File: config.mk
export PLATFORM = sky130hd
export DESIGN_NAME = data_cache
export DESIGN_NICKNAME = d
export VERILOG_FILES = /design/src/rtl/data_cache.sv
export SDC_FILE = /design/constraint.sdc
export NUM_CORES = 1
export LEC_CHECK = 0
export BUFFER_PORTS_ARGS = -buffer_cell sky130_fd_sc_hd__clkbuf_2
export CAP_MARGIN = 20
export CORE_MARGIN = 4
export CORE_UTILIZATION = 35
export CTS_BUF_LIST = sky130_fd_sc_hd__clkbuf_4
export CTS_CLUSTER_SIZE = 25
export DETAILED_ROUTE_END_ITERATION = 10
export PLACE_DENSITY = 0.56
export SYNTH_ARGS = -nofsm -noshare
export SYNTH_HDL_FRONTEND = slang
export SYNTH_SLANG_ARGS = --single-unit
File: constraint.sdc
create_clock -name CLK -period 4.5 [get_ports CLK]
set_input_delay 0.675 -clock CLK [delete_from_list [all_inputs] [get_ports CLK]]
set_output_delay 0.675 -clock CLK [all_outputs]
set_load 0.01 [all_outputs]
File: src/rtl/data_cache.sv
`default_nettype none
// ============================================================================
// data_cache: direct-mapped write-back byte cache, 8 x 4-byte lines,
// with block write-back / fetch on a 32-bit memory port.  Rev 1.0
// ============================================================================
module data_cache (
  input  logic        CLK,
  input  logic        RESET,
  input  logic        READ,
  input  logic        WRITE,
  input  logic [7:0]  ADDRESS,
  input  logic [7:0]  WRITEDATA,
  output logic [7:0]  READDATA,
  output logic        BUSYWAIT,
  output logic        MEM_READ,
  output logic        MEM_WRITE,
  output logic [5:0]  MEM_ADDRESS,
  output logic [31:0] MEM_WRITEDATA,
  input  logic [31:0] MEM_READDATA,
  input  logic        MEM_BUSYWAIT
);

  typedef enum logic [1:0] {
    ST_IDLE      = 2'd0,
    ST_WRITEBACK = 2'd1,
    ST_FETCH     = 2'd2,
    ST_UPDATE    = 2'd3
  } state_t;

  state_t      r_state;
  state_t      w_next_state;

  logic [7:0]  r_valid;
  logic [7:0]  r_dirty;
  logic [2:0]  r_tag  [8];
  logic [31:0] r_data [8];
  logic [31:0] r_fetch_block;

  logic [2:0]  w_tag;
  logic [2:0]  w_index;
  logic [1:0]  w_offset;
  logic [4:0]  w_bit_lo;
  logic [31:0] w_line;
  logic        w_request;
  logic        w_hit;
  logic        w_write_hit;

  assign w_tag       = ADDRESS[7:5];
  assign w_index     = ADDRESS[4:2];
  assign w_offset    = ADDRESS[1:0];
  assign w_bit_lo    = {w_offset, 3'b000};
  assign w_line      = r_data[w_index];
  assign w_request   = READ | WRITE;
  assign w_hit       = r_valid[w_index] && (r_tag[w_index] == w_tag);
  // WRITE wins when both strobes are high
  assign w_write_hit = (r_state == ST_IDLE) && WRITE && w_hit;

  assign BUSYWAIT = w_request && !((r_state == ST_IDLE) && w_hit);
  assign READDATA = READ ? w_line[w_bit_lo +: 8] : 8'h00;

  always_comb begin
    w_next_state  = r_state;
    MEM_READ      = 1'b0;
    MEM_WRITE     = 1'b0;
    MEM_ADDRESS   = {w_tag, w_index};
    MEM_WRITEDATA = w_line;
    case (r_state)
      ST_IDLE: begin
        if (w_request && !w_hit) begin
          if (r_valid[w_index] && r_dirty[w_index])
            w_next_state = ST_WRITEBACK;
          else
            w_next_state = ST_FETCH;
        end
      end
      ST_WRITEBACK: begin
        MEM_WRITE   = 1'b1;
        MEM_ADDRESS = {r_tag[w_index], w_index};
        if (!MEM_BUSYWAIT)
          w_next_state = ST_FETCH;
      end
      ST_FETCH: begin
        MEM_READ = 1'b1;
        if (!MEM_BUSYWAIT)
          w_next_state = ST_UPDATE;
      end
      ST_UPDATE: begin
        w_next_state = ST_IDLE;
      end
      default: begin
        w_next_state = ST_IDLE;
      end
    endcase
  end

  always_ff @(posedge CLK) begin
    if (!RESET)
      r_state <= ST_IDLE;
    else
      r_state <= w_next_state;
  end

  always_ff @(posedge CLK) begin
    if (!RESET) begin
      r_valid <= 8'h00;
      r_dirty <= 8'h00;
    end else if (r_state == ST_UPDATE) begin
      r_valid[w_index] <= 1'b1;
      r_dirty[w_index] <= 1'b0;
    end else if (w_write_hit) begin
      r_dirty[w_index] <= 1'b1;
    end
  end

  // Line payload and tags need no reset: an invalid line is never used
  always_ff @(posedge CLK) begin
    if (RESET) begin
      if ((r_state == ST_FETCH) && !MEM_BUSYWAIT)
        r_fetch_block <= MEM_READDATA;
      if (r_state == ST_UPDATE) begin
        r_data[w_index] <= r_fetch_block;
        r_tag[w_index]  <= w_tag;
      end else if (w_write_hit) begin
        r_data[w_index][w_bit_lo +: 8] <= WRITEDATA;
      end
    end
  end

endmodule
`default_nettype wire

==> results of run 1 <==
## worst paths after layout
| kind | to | slack [ns] |
|---|---|---|
| worst max register to register | r_data[7][10]$_DFFE_PP_ | 1.61 |
| worst max-delay path | READDATA[2] | 0.39 |
| worst min register to register | r_valid[5]$_SDFFE_PN0P_ | 0.45 |
| worst min-delay path | r_fetch_block[9]$_DFFE_PP_ | 0.14 |
## cells by family (layout without fill, tap and decap cells)
kind of cell	Yosys count	count (layout)	share of synthesized area (%)
buffers and inverters	92	382	3.28
muxes	128	128	12.4
and+or+nand+nor	126	126	4.73
adders and majority gates	10	10	0.899
DFF	330	330	69.9
other	0	1	0
AOI/OAI and AO/OA	165	165	8.37
xor gates and xnor gates	2	2	0.396
## layout make-up
| class | instances | area, um2 | area share, % |
|---|---|---|---|
| Sequential cell | 330 | 9730 | 59.0 |
| Multi-Input combinational cell | 431 | 3740 | 22.6 |
| Timing Repair Buffer | 180 | 1110 | 6.75 |
| Clock buffer | 126 | 946 | 5.73 |
| Tap cell | 518 | 648 | 3.93 |
| Inverter | 44 | 165 | 1.00 |
| Clock inverter | 32 | 155 | 0.941 |
| Antenna cell | 1 | 2.50 | 0.0152 |
## layer usage
layer / global-route usage [%] / vias up
met5: 0 / -
met4: 7.55 / 0
met3: 5.14 / 65
met2: 28.8 / 394
met1: 25.1 / 4389
li1: - / 3875
## flip-flops by register name, summed over array words and instances, names as in the netlist, named ones only
register,count
r_fetch_block,32
r_tag,24
r_data,256
r_valid,8
r_state,2
## where the power goes
part	switching [mW]	internal (mW)	leakage (nW)
combinational	0.424	0.213	2.57
clock	1.21	1.35	0.664
sequential	0.0149	3.42	2.95
total	1.65	4.99	6.19
## stage by stage
step	instance area, um2	hold slack, ns	cells
after floorplan	13900	0.426	853
after global placement	15400	0.434	1503
after detailed placement	15400	0.441	1503
after CTS	16500	0.0372	1661
after global routing	16500	0.0502	1662
final	16500	0.137	1662
## placed cells by master (no fill, tap or decap), types with 5 or more instances in the layout
cell type  count
inv_1         40
ha_1          10
clkbuf_2      99
mux2i_1       68
o21ai_0       16
nand2_1       56
nor3_1         5
o41ai_1        8
a21oi_1       43
buf_4         79
clkbuf_4     126
o211ai_1      11
dfxtp_1       18
edfxtp_1     312
a21o_1         9
clkinv_2       7
clkinv_1      25
and2_1         6
mux4_2        33
nor2_1        28
mux2_2        27
o22ai_1       10
a221oi_1      27
a22oi_1       14
nor2b_1        6
## worst reg2reg max path: cells and delay by family, from the launching register on
family          cells  cell delay [ns]
compound gates      2             0.55
flops               1             0.35
mux                 2             0.90
simple gates        2             0.78
==> flow_metrics.tcl, run 1 <==
set metrics [dict create \
    outcome "completed" \
    met3RoutedLength_um 3410 \
    power_mw 6.64 \
    port_buffers 101 \
    crit_path_top_delay_cell "mux2i_1" \
    final-max-slew-violation-count 0 \
    globalRouteTotalUtil_pct 18.7 \
    postCtsSetupBuffers 0 \
    number_of_cells_on_the_critical_path 8 \
    grt_remaining_overflow 0 \
    number_of_global_route_vias_before_repair 8905 \
    grt_max_degree 41 \
    max_freq_ghz 0.244 \
    register_bit_count_reported_by_yosys 330 \
    layout_cells_sized_above_1_pct 34.6 \
    period_needed_ns 4.11 \
    max_stage_delay_ns 0.60 \
    timing.rr.start "r_tag[7][2]$_DFFE_PP_" \
    hold_path.startpoint "MEM_READDATA[9]" \
    core_area_mm2 0.0390 \
    clock_insertion_delay_worst_skew_ns 0.72 \
    tns_ns 0 \
    synth_top_cell_by_area "edfxtp_1" \
    skew_ns 0.0316 \
    postLayoutSetupSlackWorst_ns 0.393 \
    yosysWarningCount 0 \
    wl_met2_um 18700 \
    worstRegToRegCells 6 \
    tritoncts.num_buffers 89 \
    largest_driver_fanout_on_the_critical_path 28 \
    grt_first_pass_wirelength_um 59300 \
    cts_htree_levels 3 \
    p_per_area_mw_per_mm2 402 \
    initialDrtViolationCount 797 \
    ranking_of_synthesized_cells_by_area "edfxtp_1 (67%), mux4_2 (5.3%), mux2i_1 (4.9%), dfxtp_1 (2.6%), mux2_2 (2.2%)" \
    antenna_violations_before_repair 1 \
    postLayoutCoreUtil_pct 42.3 \
    synth.avg_cell_area_um2 16.3 \
    synthTopCellsByCount "edfxtp_1 (312), mux2i_1 (68), nand2_1 (56)" \
    n_fill_cell 3608 \
    critPathLaunch "ADDRESS[3]" \
    setup-violations-final 0 \
    ios 102 \
    synthesized_netlist_cell_count 853 \
    post_synth_num_cell_types 58 \
    ir_drop_mv 0.201 \
    cts.clk_slew.worst_paths_ns 0.06 \
    top_signal_layer_used "met4" \
    async_flop_share_pct 0 \
    critPathArrivalTime_ns 3.43 \
    timing.max_slew.rel_slack_pct 35.3 \
    routedLengthMet1_um 17400 \
    path_cells "clkbuf_2, buf_4, mux4_2, mux2i_1, a21oi_1, o31ai_1, a21oi_1, clkbuf_2" \
    initial_util_pct 35.7 \
    grt_setup_unrepaired "no" \
    vias 8723 \
    timing.setup.critical_path_class "in -> out" \
    syn-num-nets 916 \
    end_kind "output port" \
    nNetsFinal 1139 \
    postCtsResizedCells 0 \
    remaining_drc_errors 0 \
    synth.yosys.seq_area_share_pct 69.9 \
    post_synthesis_cell_area_mm2 0.0139 \
    pre_cts_ws_ns 0.406 \
    cpLargestDelayFamily "multiplexers" \
    detailedPlacementHpwl_um 28200 \
    clock_sinks 330 \
    max-clock-path-buffers 3 \
    cts_tree "done" \
    num_rows 72 \
    hold_buffers 0 \
    cp.buffers_inverters 3 \
    timing.hold.worst.class "in -> reg" \
    required_ns 3.83 \
    finalCritPeriodShare_pct 91.3 \
    firstDrtPassIters 5 \
    crit_path_start_kind "input pin" \
    fp.dieW_um 207 \
    viasPerCell 5.25 \
    power_leakage_nw 6.19 \
    final_replace_weighted_congestion 0.878 \
    synth_edf_count 312 \
    maxCapViolations 0 \
    synth_largest_type_area_fraction_pct 67.3 \
    ant_nets 0 \
    area_growth_syn_to_layout_pct 18.5 \
    routed_wl_um 40700 \
    wire_per_inst_um 24.5 \
    holdPathStages 1 \
    die_h_um 207 \
    timing_worst_slew_pin_value_ns 0.968 \
    synth_flop_cell "edfxtp_1" \
    cts.root.buffer_cell "clkbuf_4" \
    die_area_mm2 0.0430 \
    finalHoldViolations 0 \
    yosys.cell_count.top_type "edfxtp_1" \
]
No activity file was read; power rests on OpenSTA's default activity.
==> run 2, diff against run 1 <==
PLACE_DENSITY = 0.47   (was 0.56)
==> run 2 against run 1 <==
Register-to-register slack got worse by 0.03 ns. Hold slack worse by 0.035 ns. Maximum frequency decreased by 0.77%. Power grew 2.0%. Count of clock-buffer cells in the layout increased by 15. First-iteration DRC count fell by 10%. Wire length grew 6.2%. Clock power up 5%. Global-route usage up 1.2 points. Combinational power increased by 3%. Sequential cell count is the same. Worst setup slack worse by 0.032 ns. Critical endpoint is now READDATA[6]. Largest power group unchanged. Highest routed layer is now met5.
==> flow_metrics.tcl, run 2 (synthesis results as in run 1) <==
set metrics [dict create \
    finalHoldViolations 0 \
    initialDrtViolationCount 716 \
    globalRouteTotalUtil_pct 19.9 \
    number_of_global_route_vias_before_repair 8925 \
    postCtsResizedCells 0 \
    grt_remaining_overflow 0 \
    grt_setup_unrepaired "no" \
    clock_sinks 330 \
    share_seq_of_total_power_pct 50.8 \
    detailedPlacementHpwl_um 30000 \
    wire_per_inst_um 25.9 \
    number_of_flip_flops_under_the_largest_register_name 256 \
    grt_max_degree 41 \
    largest_registers_in_the_final_layout "r_data (256), r_fetch_block (32), r_tag (24)" \
    viasPerCell 5.25 \
    grt_first_pass_wirelength_um 62700 \
    power_leakage_nw 6.27 \
    post_dp_cell_area_mm2 0.0155 \
    finalCritPeriodShare_pct 92.0 \
    skew_ns 0.0578 \
    antenna_violations_before_repair 1 \
    core_area_mm2 0.0390 \
    max_freq_ghz 0.242 \
    setup-violations-final 0 \
    firstDrtPassIters 5 \
    postLayoutCoreUtil_pct 42.6 \
    area_growth_syn_to_layout_pct 19.5 \
    timing.setup.critical_path_class "in -> out" \
    power.switching_fraction_pct 24.5 \
    nNetsFinal 1150 \
    crit_path_start_kind "input pin" \
    hold_buffers 0 \
    ant_nets 0 \
    timing.max_slew.rel_slack_pct 25.1 \
    cts_tree "done" \
    vias 8765 \
    final_replace_weighted_congestion 0.868 \
    largest-register "r_data" \
    required_ns 3.83 \
    power_mw 6.77 \
    fp.dieW_um 207 \
    port_buffers 101 \
    cts.root.buffer_cell "clkbuf_4" \
    layout_common_cells "edfxtp_1 (312), clkbuf_4 (141), clkbuf_2 (99)" \
    die_area_mm2 0.0430 \
    ir_drop_mv 0.194 \
    cts.clk_slew.worst_paths_ns 0.06 \
    ios 102 \
    cts_htree_levels 3 \
    tritoncts.num_buffers 92 \
    layout.cells.most_common "edfxtp_1" \
    initial_util_pct 35.7 \
    routed_wl_um 43300 \
    outcome "completed" \
    postCtsSetupBuffers 0 \
    die_h_um 207 \
    net-switching-power_mw 1.66 \
    final-max-slew-violation-count 0 \
    largest_driver_fanout_on_the_critical_path 22 \
    pwr-share-clk_pct 39.5 \
    internal_power_mw 5.11 \
    timing.hold.worst.class "in -> reg" \
    num_rows 72 \
    max-clock-path-buffers 3 \
    layout_cells_sized_above_1_pct 36.0 \
    timing_worst_slew_pin_value_ns 1.12 \
    p_per_area_mw_per_mm2 407 \
    remaining_drc_errors 0 \
    tns_ns 0 \
    fin_area_mm2 0.0166 \
    maxCapViolations 0 \
    p_comb_share_pct 9.7 \
    end_kind "output port" \
    clock_insertion_delay_worst_skew_ns 0.77 \
    critPathArrivalTime_ns 3.46 \
    period_needed_ns 4.14 \
]
[run 2: changes by cell type in the layout (fill, tap and decap cells not counted)]
cell | before | now
clkbuf_4 | 126 | 141
inv_2 | 3 | 2
nand2_1 | 56 | 55
clkinv_4 | 0 | 1
buf_4 | 79 | 86
buf_12 | 1 | 2
clkinv_2 | 7 | 2
nand2_2 | 0 | 1
clkinv_1 | 25 | 15
[run 2: power groups by stage]
stage | Combinational, mW | Clock [mW] | Sequential (mW)
3_3_place_gp | 0.656 | 0 | 3.50
2_1_floorplan | 0.359 | 0 | 3.50
6_report | 0.655 | 2.68 | 3.44
3_5_place_dp | 0.658 | 0 | 3.50
5_1_grt | 0.706 | 2.96 | 3.44
4_1_cts | 0.660 | 2.77 | 3.44
[run 2: per-layer routing]
layer | global-route usage, % | share of wire, % | wire [um]
met1 | 28.2 | 44 | 19000
met2 | 30.3 | 46 | 19900
met3 | 5.15 | 7.3 | 3170
met4 | 5.86 | 2.4 | 1030
met5 | 1.89 | 0.27 | 115
[run 2: stage by stage]
| step | hold WS [ns] | cells | setup WS [ns] |
|---|---|---|---|
| 5_1_grt | 0.0224 | 1670 | 0.222 |
| 6_report | 0.102 | 1670 | 0.362 |
| 2_1_floorplan | 0.426 | 853 | 0.917 |
| 3_5_place_dp | 0.442 | 1511 | 0.476 |
| 3_3_place_gp | 0.434 | 1511 | 0.479 |
| 4_1_cts | 0.0103 | 1669 | 0.478 |
[run 2: path summary, 6_finish.rpt]
path                      startpoint                          to  slack, ns  cells past startpoint
max reg2reg    r_tag[7][2]$_DFFE_PP_      r_data[6][3]$_DFFE_PP_       1.58                      6
min reg2reg  r_valid[6]$_SDFFE_PN0P_     r_valid[6]$_SDFFE_PN0P_       0.45                      1
max                       ADDRESS[4]                 READDATA[6]       0.36                      7
min                  MEM_READDATA[9]  r_fetch_block[9]$_DFFE_PP_       0.10                      1
[run 2: cell type report]
| cell class | count | area (um2) |
|---|---|---|
| fillers | 3624 | 22400 |
| diodes | 1 | 2.50 |
| multi-input cells | 431 | 3740 |
| repair buffers | 188 | 1190 |
| flip-flops and latches | 330 | 9730 |
| clock inverters | 17 | 97.6 |
| well taps | 518 | 648 |
| inverters | 44 | 165 |
| clock buffers | 141 | 1060 |
[run 2: critical path: stages]
cell      delay [ns]
buf_2           0.25
nor2b_1         0.92
a221oi_1        0.21
o21ai_0         0.69
mux4_2          0.44
and2_1          0.13
clkbuf_2        0.13
